`src/rtl/muldiv_sequencer.sv`:
```
`timescale 1ns/1ps
// muldiv_sequencer: RV32M multiply/divide controller driving a shared shift/add/subtract datapath.
// Optional macro MULDIV_FASTPATH_EN: zero-operand multiplies and divide special cases go IDLE->FIN directly.
module muldiv_sequencer #(
    parameter int XLEN = 32
) (
    input  logic            clk,
    input  logic            rst,
    input  logic            start,
    input  logic [2:0]      funct3,
    input  logic [XLEN-1:0] srcA,
    input  logic [XLEN-1:0] srcB,
    input  logic            flush,
    output logic            busy,
    output logic            done,
    output logic [XLEN-1:0] result
);
    localparam int CNT_W = $clog2(XLEN) + 1;
    localparam logic [XLEN-1:0] MIN_NEG = {1'b1, {(XLEN-1){1'b0}}};

    typedef enum logic [1:0] {IDLE, RUN, FIN} state_t;

    function automatic logic [XLEN-1:0] cond_neg(input logic neg, input logic [XLEN-1:0] v);
        return neg ? -v : v;
    endfunction

    function automatic logic [2*XLEN-1:0] cond_neg2(input logic neg, input logic [2*XLEN-1:0] v);
        return neg ? -v : v;
    endfunction

    state_t            state_q, state_d;
    logic [CNT_W-1:0]  cnt_q;
    logic [XLEN-1:0]   acc_q, lo_q, opb_q, spec_q, result_q;
    logic [2:0]        op_q;
    logic              neg_q, rneg_q, spec_vld_q;

    logic              is_div, a_sgn, b_sgn, a_neg, b_neg;
    logic              div0, ovf, mzero, fast_hit, fast_go;
    logic [XLEN-1:0]   a_mag, b_mag, spec_val;

    assign is_div = funct3[2];
    assign a_sgn  = (funct3 == 3'b001) || (funct3 == 3'b010) || (funct3 == 3'b100) || (funct3 == 3'b110);
    assign b_sgn  = (funct3 == 3'b001) || (funct3 == 3'b100) || (funct3 == 3'b110);
    assign a_neg  = a_sgn && srcA[XLEN-1];
    assign b_neg  = b_sgn && srcB[XLEN-1];
    assign a_mag  = cond_neg(a_neg, srcA);
    assign b_mag  = cond_neg(b_neg, srcB);

    // Special cases are decided at start; FIN substitutes their result over the datapath's.
    assign div0     = is_div && (srcB == '0);
    assign ovf      = is_div && !funct3[0] && (srcA == MIN_NEG) && (srcB == '1);
    assign mzero    = !is_div && ((srcA == '0) || (srcB == '0));
    assign fast_hit = div0 || ovf || mzero;

    always_comb begin
        spec_val = '0;
        if (div0)
            spec_val = funct3[1] ? srcA : '1;
        else if (ovf)
            spec_val = funct3[1] ? '0 : MIN_NEG;
    end

`ifdef MULDIV_FASTPATH_EN
    assign fast_go = fast_hit;
`else
    assign fast_go = 1'b0;
`endif

    logic [XLEN:0]     mul_sum, div_sh, div_diff;
    logic [2*XLEN-1:0] prod;
    logic [XLEN-1:0]   mul_res, div_res, final_res;

    assign mul_sum  = {1'b0, acc_q} + {1'b0, (lo_q[0] ? opb_q : '0)};
    assign div_sh   = {acc_q, lo_q[XLEN-1]};
    assign div_diff = div_sh - {1'b0, opb_q};

    assign prod      = cond_neg2(neg_q, {acc_q, lo_q});
    assign mul_res   = (op_q[1:0] == 2'b00) ? prod[XLEN-1:0] : prod[2*XLEN-1:XLEN];
    assign div_res   = op_q[1] ? cond_neg(rneg_q, acc_q) : cond_neg(neg_q, lo_q);
    assign final_res = spec_vld_q ? spec_q : (op_q[2] ? div_res : mul_res);

    always_comb begin
        state_d = state_q;
        busy    = 1'b0;
        done    = 1'b0;
        case (state_q)
            IDLE: if (start && !flush) state_d = fast_go ? FIN : RUN;
            RUN: begin
                busy = 1'b1;
                if (flush)
                    state_d = IDLE;
                else if (cnt_q == CNT_W'(1))
                    state_d = FIN;
            end
            FIN: begin
                done    = 1'b1;
                state_d = IDLE;
            end
            default: state_d = IDLE;
        endcase
    end

    assign result = (state_q == FIN) ? final_res : result_q;

    always_ff @(posedge clk) begin
        if (rst) begin
            state_q    <= IDLE;
            cnt_q      <= '0;
            acc_q      <= '0;
            lo_q       <= '0;
            opb_q      <= '0;
            spec_q     <= '0;
            result_q   <= '0;
            op_q       <= '0;
            neg_q      <= 1'b0;
            rneg_q     <= 1'b0;
            spec_vld_q <= 1'b0;
        end else begin
            state_q <= state_d;
            case (state_q)
                IDLE: if (start && !flush) begin
                    op_q       <= funct3;
                    neg_q      <= a_neg ^ b_neg;
                    rneg_q     <= a_neg;
                    spec_q     <= spec_val;
                    spec_vld_q <= fast_hit;
                    acc_q      <= '0;
                    lo_q       <= is_div ? a_mag : b_mag;
                    opb_q      <= is_div ? b_mag : a_mag;
                    cnt_q      <= fast_go ? '0 : CNT_W'(XLEN);
                end
                RUN: if (!flush) begin
                    cnt_q <= cnt_q - CNT_W'(1);
                    // Divide: restoring step, quotient bit is the inverted borrow. Multiply: add-then-shift right.
                    if (op_q[2]) begin
                        acc_q <= div_diff[XLEN] ? div_sh[XLEN-1:0] : div_diff[XLEN-1:0];
                        lo_q  <= {lo_q[XLEN-2:0], ~div_diff[XLEN]};
                    end else begin
                        acc_q <= mul_sum[XLEN:1];
                        lo_q  <= {mul_sum[0], lo_q[XLEN-1:1]};
                    end
                end
                FIN: result_q <= final_res;
                default: ;
            endcase
        end
    end
endmodule

```
`config.mk`:
```
export PLATFORM = sky130hd
export DESIGN_NAME = muldiv_sequencer
export DESIGN_NICKNAME = d
export VERILOG_FILES = /design/src/rtl/muldiv_sequencer.sv
export SDC_FILE = /design/constraint.sdc
export NUM_CORES = 1
export LEC_CHECK = 0
export BUFFER_PORTS_ARGS = -buffer_cell sky130_fd_sc_hd__buf_4
export CORE_MARGIN = 1
export CORE_UTILIZATION = 35
export DETAILED_ROUTE_END_ITERATION = 7
export SYNTH_ARGS = -nofsm -noshare
export SYNTH_HDL_FRONTEND = slang
export SYNTH_SLANG_ARGS = --single-unit
```
`constraint.sdc`:
```
create_clock -name clk -period 8.2 [get_ports clk]
set_clock_uncertainty 0.15 [all_clocks]
set_input_delay 1.23 -clock clk [delete_from_list [all_inputs] [get_ports clk]]
set_output_delay 1.23 -clock clk [all_outputs]
set_load 0.005 [all_outputs]
```
; ---- After elaboration in Yosys (flattened, before gate mapping)
; Index checks and enable logic that the tools add are counted.
[word_totals]
output_inout_bits = 34
register_bits = 174
input_bits = 71
[op_classes]
n_mux = 35
n_bitwise = 2
n_reduce_logical = 27
n_eq_ne = 12
add_sub_neg = 8
[ops]
columns = cell, n
row1 = 32-bit 2-to-1 mux, 23
row2 = 32-bit negation, 4
row3 = 32-bit case mux with 2 select lines, 2
row4 = "32-bit equality test, second input constant", 2
row5 = 32-bit zero test, 2
row6 = 64-bit 2-to-1 mux, 1
row7 = 64-bit negation, 1
row8 = 32-bit by 32-bit adder with 33-bit output, 1
row9 = 33-bit by 32-bit subtractor with 33-bit output, 1
row10 = 6-bit 2-to-1 mux, 2
row11 = 6-bit case mux with 2 select lines, 1
row12 = 1-bit logical AND, 8
row13 = 1-bit logical OR, 8
row14 = "3-bit equality test, second input constant", 2
row15 = "6-bit by 1-bit equality test with 1-bit output, second input constant", 1
row16 = 2-bit 2-to-1 mux, 3
row17 = "6-bit by 1-bit subtractor with 6-bit output, second input constant", 1
row18 = 2-bit zero test, 2
row19 = "2-bit != test, second input constant", 2
row20 = 2-bit case mux with 2 select lines, 1
row21 = 2-bit AND reduction, 2
row22 = "3-bit by 1-bit equality test with 1-bit output, second input constant", 1
row23 = "3-bit by 2-bit equality test with 1-bit output, second input constant", 1
row24 = 1-bit zero test, 3
row25 = 8 further kinds, 9

; ---- Logic depth before layout (Yosys ltp)
[logic_depth]
word_depth = 9
mapped_depth = 14

; ---- Least setup slack after synthesis
; No wires, ideal clock.
[synth_timing]
kind = reg2out
start = register lo_q[9]
end = output port result[19]
stages_incl_launch_ff = 11
slack_ns = 4.084
t_required_ns = 6.820
arrival_time_ns = 2.736
cell_sequence = dfxtp_1 -> buf_6 -> or4_4 -> nor4_4 -> nand4_4 -> or2_1 -> buf_6 -> o41ai_4 -> xor2_1 -> nand2_1 -> a221o_1
[synth_via]
elab_chain_cells = 6
[synth_lines]
columns = item, line_no
row1 = from (decl), 33  ; logic [XLEN-1:0] acc_q, lo_q, opb_q, spec_q, result_q;
row2 = from (signal assigned), 128  ; lo_q <= is_div ? a_mag : b_mag;
row3 = from (signal assigned), 137  ; lo_q <= {lo_q[XLEN-2:0], ~div_diff[XLEN]};
row4 = from (signal assigned), 140  ; lo_q <= {mul_sum[0], lo_q[XLEN-1:1]};
row5 = 64-bit negation / 32-bit negation (equally long branches), "28, 24"
row6 = 64-bit 2-to-1 mux / 32-bit 2-to-1 mux (equally long branches), "28, 24"
row7 = 32-bit 2-to-1 mux (on tied branches), "78, 79"
row8 = 32-bit 2-to-1 mux (*) (2 in series), 80  ; assign final_res = spec_vld_q ? spec_q : (op_q[2] ? div_res : mul_res);
row9 = 32-bit 2-to-1 mux (*), --
row10 = to (decl), 16  ; output logic [XLEN-1:0] result
; Mark *: on every way between the ends. The rest lies on a longest branch, timed or not.

; ---- Worst setup path in the final report
[layout_timing]
start = register lo_q[0]
end = output port result[18]
; The elaborated chain is that of the path after synthesis.

==> metrics list <==
- Final routed wirelength across all metal layers: ~63 mm
- In this run the horizontal extent of the chip is 217 um.
- The number of nets handed over by synthesis was 2388.
* H-tree levels: 4
* Fill cell count: about 4.8k
- Fin Setup TNS: 0 ps
- Setup repair after global routing missed its margin: false
* CTS buffer count: 17
* Maximum number of pins on one net before global-route repair: 73
* Synthesis-to-finish area growth: 10.6%
- The number of setup buffers added after CTS is 0.
* Total iterations of the first detailed-routing run: 7
- Area share of fa/ha/maj cells after synthesis: about 5.8%
- The via count of the first global-routing pass was 15.2k.
* Largest voltage drop on the vdd net: 0.103 mV
* CTS Sinks: 174
* Total power of the final layout: roughly 2.5 mW
- The path class of the tightest hold or removal check is register to register.
- Number of cells upsized or downsized after cts: 0
* Cells taking the most area after synthesis: sky130_fd_sc_hd__dfxtp_1 22%, sky130_fd_sc_hd__xnor2_1 6.7%, sky130_fd_sc_hd__a21oi_1 6.1%
- Post-route DRC violation count: 0
* Number of synthesized flops with an enable pin: 0
- Final Worst Setup Slack: 2910 ps
- At the later pin of the worst-skew pair, clock insertion delay measures 460 ps.
- Once detail routing completed, the nets flagged for antenna violations numbered 0.
- Power density over the cells: between 100 and 150 mW/mm^2
* Portion of synthesized cell area occupied by the leading cell type: a little over a fifth
- The run finished with clean final reports.
* Initial core utilization: 35.5%
- Routed wirelength normalized by instance count: roughly 22 um
* Total routing usage reported by global routing: between 20% and 30%
- The repair_antennas step left the layout with diodes totalling 0.
* Aggregate global routing overflow: 0
- The total count of hold-check failures in the final report is 0.
- Number of vias in the routed layout: between 15k and 20k
- Synthesized instance count: approximately 2.2k
- The total area inside the core boundary comes to between 0.04 and 0.05 mm^2.
* Area of the multi-input gates: roughly 0.012 mm^2
- At the end of the flow, the number of nets in the layout was 2367.
- Worst path arrival time: around 3900 ps
- FP Rows: a little under 80
* Top flip-flop cell by instance count after synthesis: sky130_fd_sc_hd__dfxtp_1
- The die is between 200 and 250 um tall.
* Number of antenna violations at the first check in global routing: 1
* Kind of start point of the critical path: register
* Post-synthesis compound-gate area fraction: 27.1%
- For the pin with the worst max-slew slack, the measured transition is between 900 and 1000 ps.
- Category of the critical setup timing path: register to output pin
- In this run, distinct cell masters in the synthesized netlist total between 80 and 90.
- Clock tree from TritonCTS: built
- Dividing the detail-routed via count by the number of cells gives 5.96.
- Share of cells above drive strength 1: under 10%
- Setup violations remaining at the end of the flow were counted as 0.
* WP data required: between 6000 and 7000 ps
- First-pass GRT wire length: 94.4 mm
- Dpl ws: roughly 3200 ps
* XOR/XNOR share of the synthesized area: 10.9%
- In this run the static leakage power is around 7.1 nW.
- In this run the clock root is driven by a sky130_fd_sc_hd__clkbuf_16.
* Number of synthesis warnings: 0
- The detailed router finished its first iteration with 1783 violations.
- Clock-pin slew was measured on the worst setup and hold paths at about 80 ps.
* Synth area leader: sky130_fd_sc_hd__dfxtp_1
- Maximum net fanout on the critical path: 34
* Worst relative slew slack: ~34%
- Type of element capturing the critical path: output pin
- Hold repair after CTS inserted 0 buffers.
- Sequential share of the synthesized area: between 20 and 25%
- Derived from the worst setup path, the maximum achievable clock frequency is around 190 MHz.
- The portion of synthesized area spent on multiplexers is under 10%.
- After layout, the worst path uses between 60 and 70% of the clock period.
- sky130_fd_sc_hd__nand2_1 is the most common cell in the netlist.
- The synthesized netlist devotes about a quarter of its cell area to simple gates.
* Gpl congestion: about 1.1
- The longest clock path from root to sink contains 2 buffers.
* Cell Area, Synth: ~0.016 mm^2
- Ranking of synthesized cells by instance count: 222 x sky130_fd_sc_hd__nand2_1, 219 x sky130_fd_sc_hd__nor2_1, 198 x sky130_fd_sc_hd__a21oi_1
- After legalization and detailed placement, the total HPWL measured approximately 48 mm.
- The floorplan step defined a die boundary enclosing about 0.047 mm^2.
- The clock period could shrink to around 5300 ps.
* Main combinational cell family by area after synthesis: compound AO/OA/AOI/OAI gates
* Proportion of register bits with asynchronous set or reset after synthesis: 0%
- Counting flops and latches in the post-synthesis netlist gives approximately 170.
- Seq. cell area: 0.00349 mm^2
* IO buf count: ~100
* Fin. max-slew vios: 0
* Boundary pin count: around 110
- Each instance of the synthesized netlist takes up on average between 7 and 8 um^2.
- The tool flagged a number of max-cap violations equal to 0.
[routing by layer]
metal,global-route usage [%],wire (um)
met1,36.5,28000
met2,39.3,27200
met3,4.21,4740
met4,11.9,2680
met5,0,14
[registers in the layout, summed over array words and instances, names as in the netlist]
name and cells:
acc_q 32, cnt_q 6, lo_q 32, neg_q 1
op_q 3, opb_q 32, result_q 32, rneg_q 1
spec_q 32, spec_vld_q 1, state_q 2
[power by group]
part	switching (mW)	internal (mW)	total (mW)
registers	0.0446	0.875	0.919
logic	0.462	0.265	0.728
clock network	0.396	0.494	0.889
total	0.903	1.63	2.54
[cells in the final DEF, fill, tap and decap left out, drive strengths merged, types with 13 or more instances in the layout]
cell type  count
o22ai         14
xnor2        124
or2           14
nand3         23
a31oi         20
buf          132
o21a          21
clkbuf        18
or3           26
nor2         219
and3          17
nand4         25
o41ai         13
a211oi        36
xor2          76
and2          30
nand2b        19
nand2        222
o31ai         27
nor4          27
dfxtp        174
mux2i         81
a22oi         19
o221ai        19
inv           82
ha            71
or4           21
nor3          54
o211ai        21
o21ai        188
a21o          38
a21oi        198
nor2b         40
[worst max-delay path: stages, from the launching register on]
cell and delay (ps):
sky130_fd_sc_hd__dfxtp_1 410, sky130_fd_sc_hd__clkinv_1 70, sky130_fd_sc_hd__buf_4 360, sky130_fd_sc_hd__ha_1 360, sky130_fd_sc_hd__nand4_1 210, sky130_fd_sc_hd__or3_1 440
sky130_fd_sc_hd__o41ai_1 360, sky130_fd_sc_hd__xnor2_1 140, sky130_fd_sc_hd__nor2_1 300, sky130_fd_sc_hd__a211oi_1 90, sky130_fd_sc_hd__a21oi_1 310, sky130_fd_sc_hd__o221ai_1 220
sky130_fd_sc_hd__buf_4 190
[metrics by stage]
step	instance area [um^2]	utilization [%]	hold WS, ps	std cells
after floorplan	16100	-	266	2244
after global placement	17200	38.0	291	2804
after detailed placement	17200	38.0	298	2804
after CTS	17800	39.3	305	2835
after global routing	17800	39.3	339	2835
final	17800	39.3	302	2835
[path summary, 6_finish.rpt]
check                               start         end  slack (ps)  depth (start not counted)
worst min-delay path            opb_q[14]   opb_q[14]         300                          2
worst min register to register  opb_q[14]   opb_q[14]         300                          2
worst max-delay path              lo_q[0]  result[18]        2910                         12
worst max register to register   lo_q[31]   acc_q[31]        3640                         13
[cell families (layout without fill, tap and decap cells)]
| group | count (synthesis) | after routing |
|---|---|---|
| compound gates | 693 | 693 |
| xor+xnor | 200 | 200 |
| fa+ha+maj | 73 | 73 |
| buf+inv | 251 | 242 |
| flops | 174 | 174 |
| mux | 84 | 84 |
| simple gates | 769 | 769 |
[area by class of cell]
class / count / area share (%)
clock inverter: 13 / 0.989
clock buffer: 18 / 2.46
timing repair buffer: 132 / 5.55
sequential: 174 / 19.5
tap: 600 / 4.21
inverter: 79 / 1.66
multi-input combinational: 1819 / 65.6
Note: power is estimated with default switching activity, not from simulation.
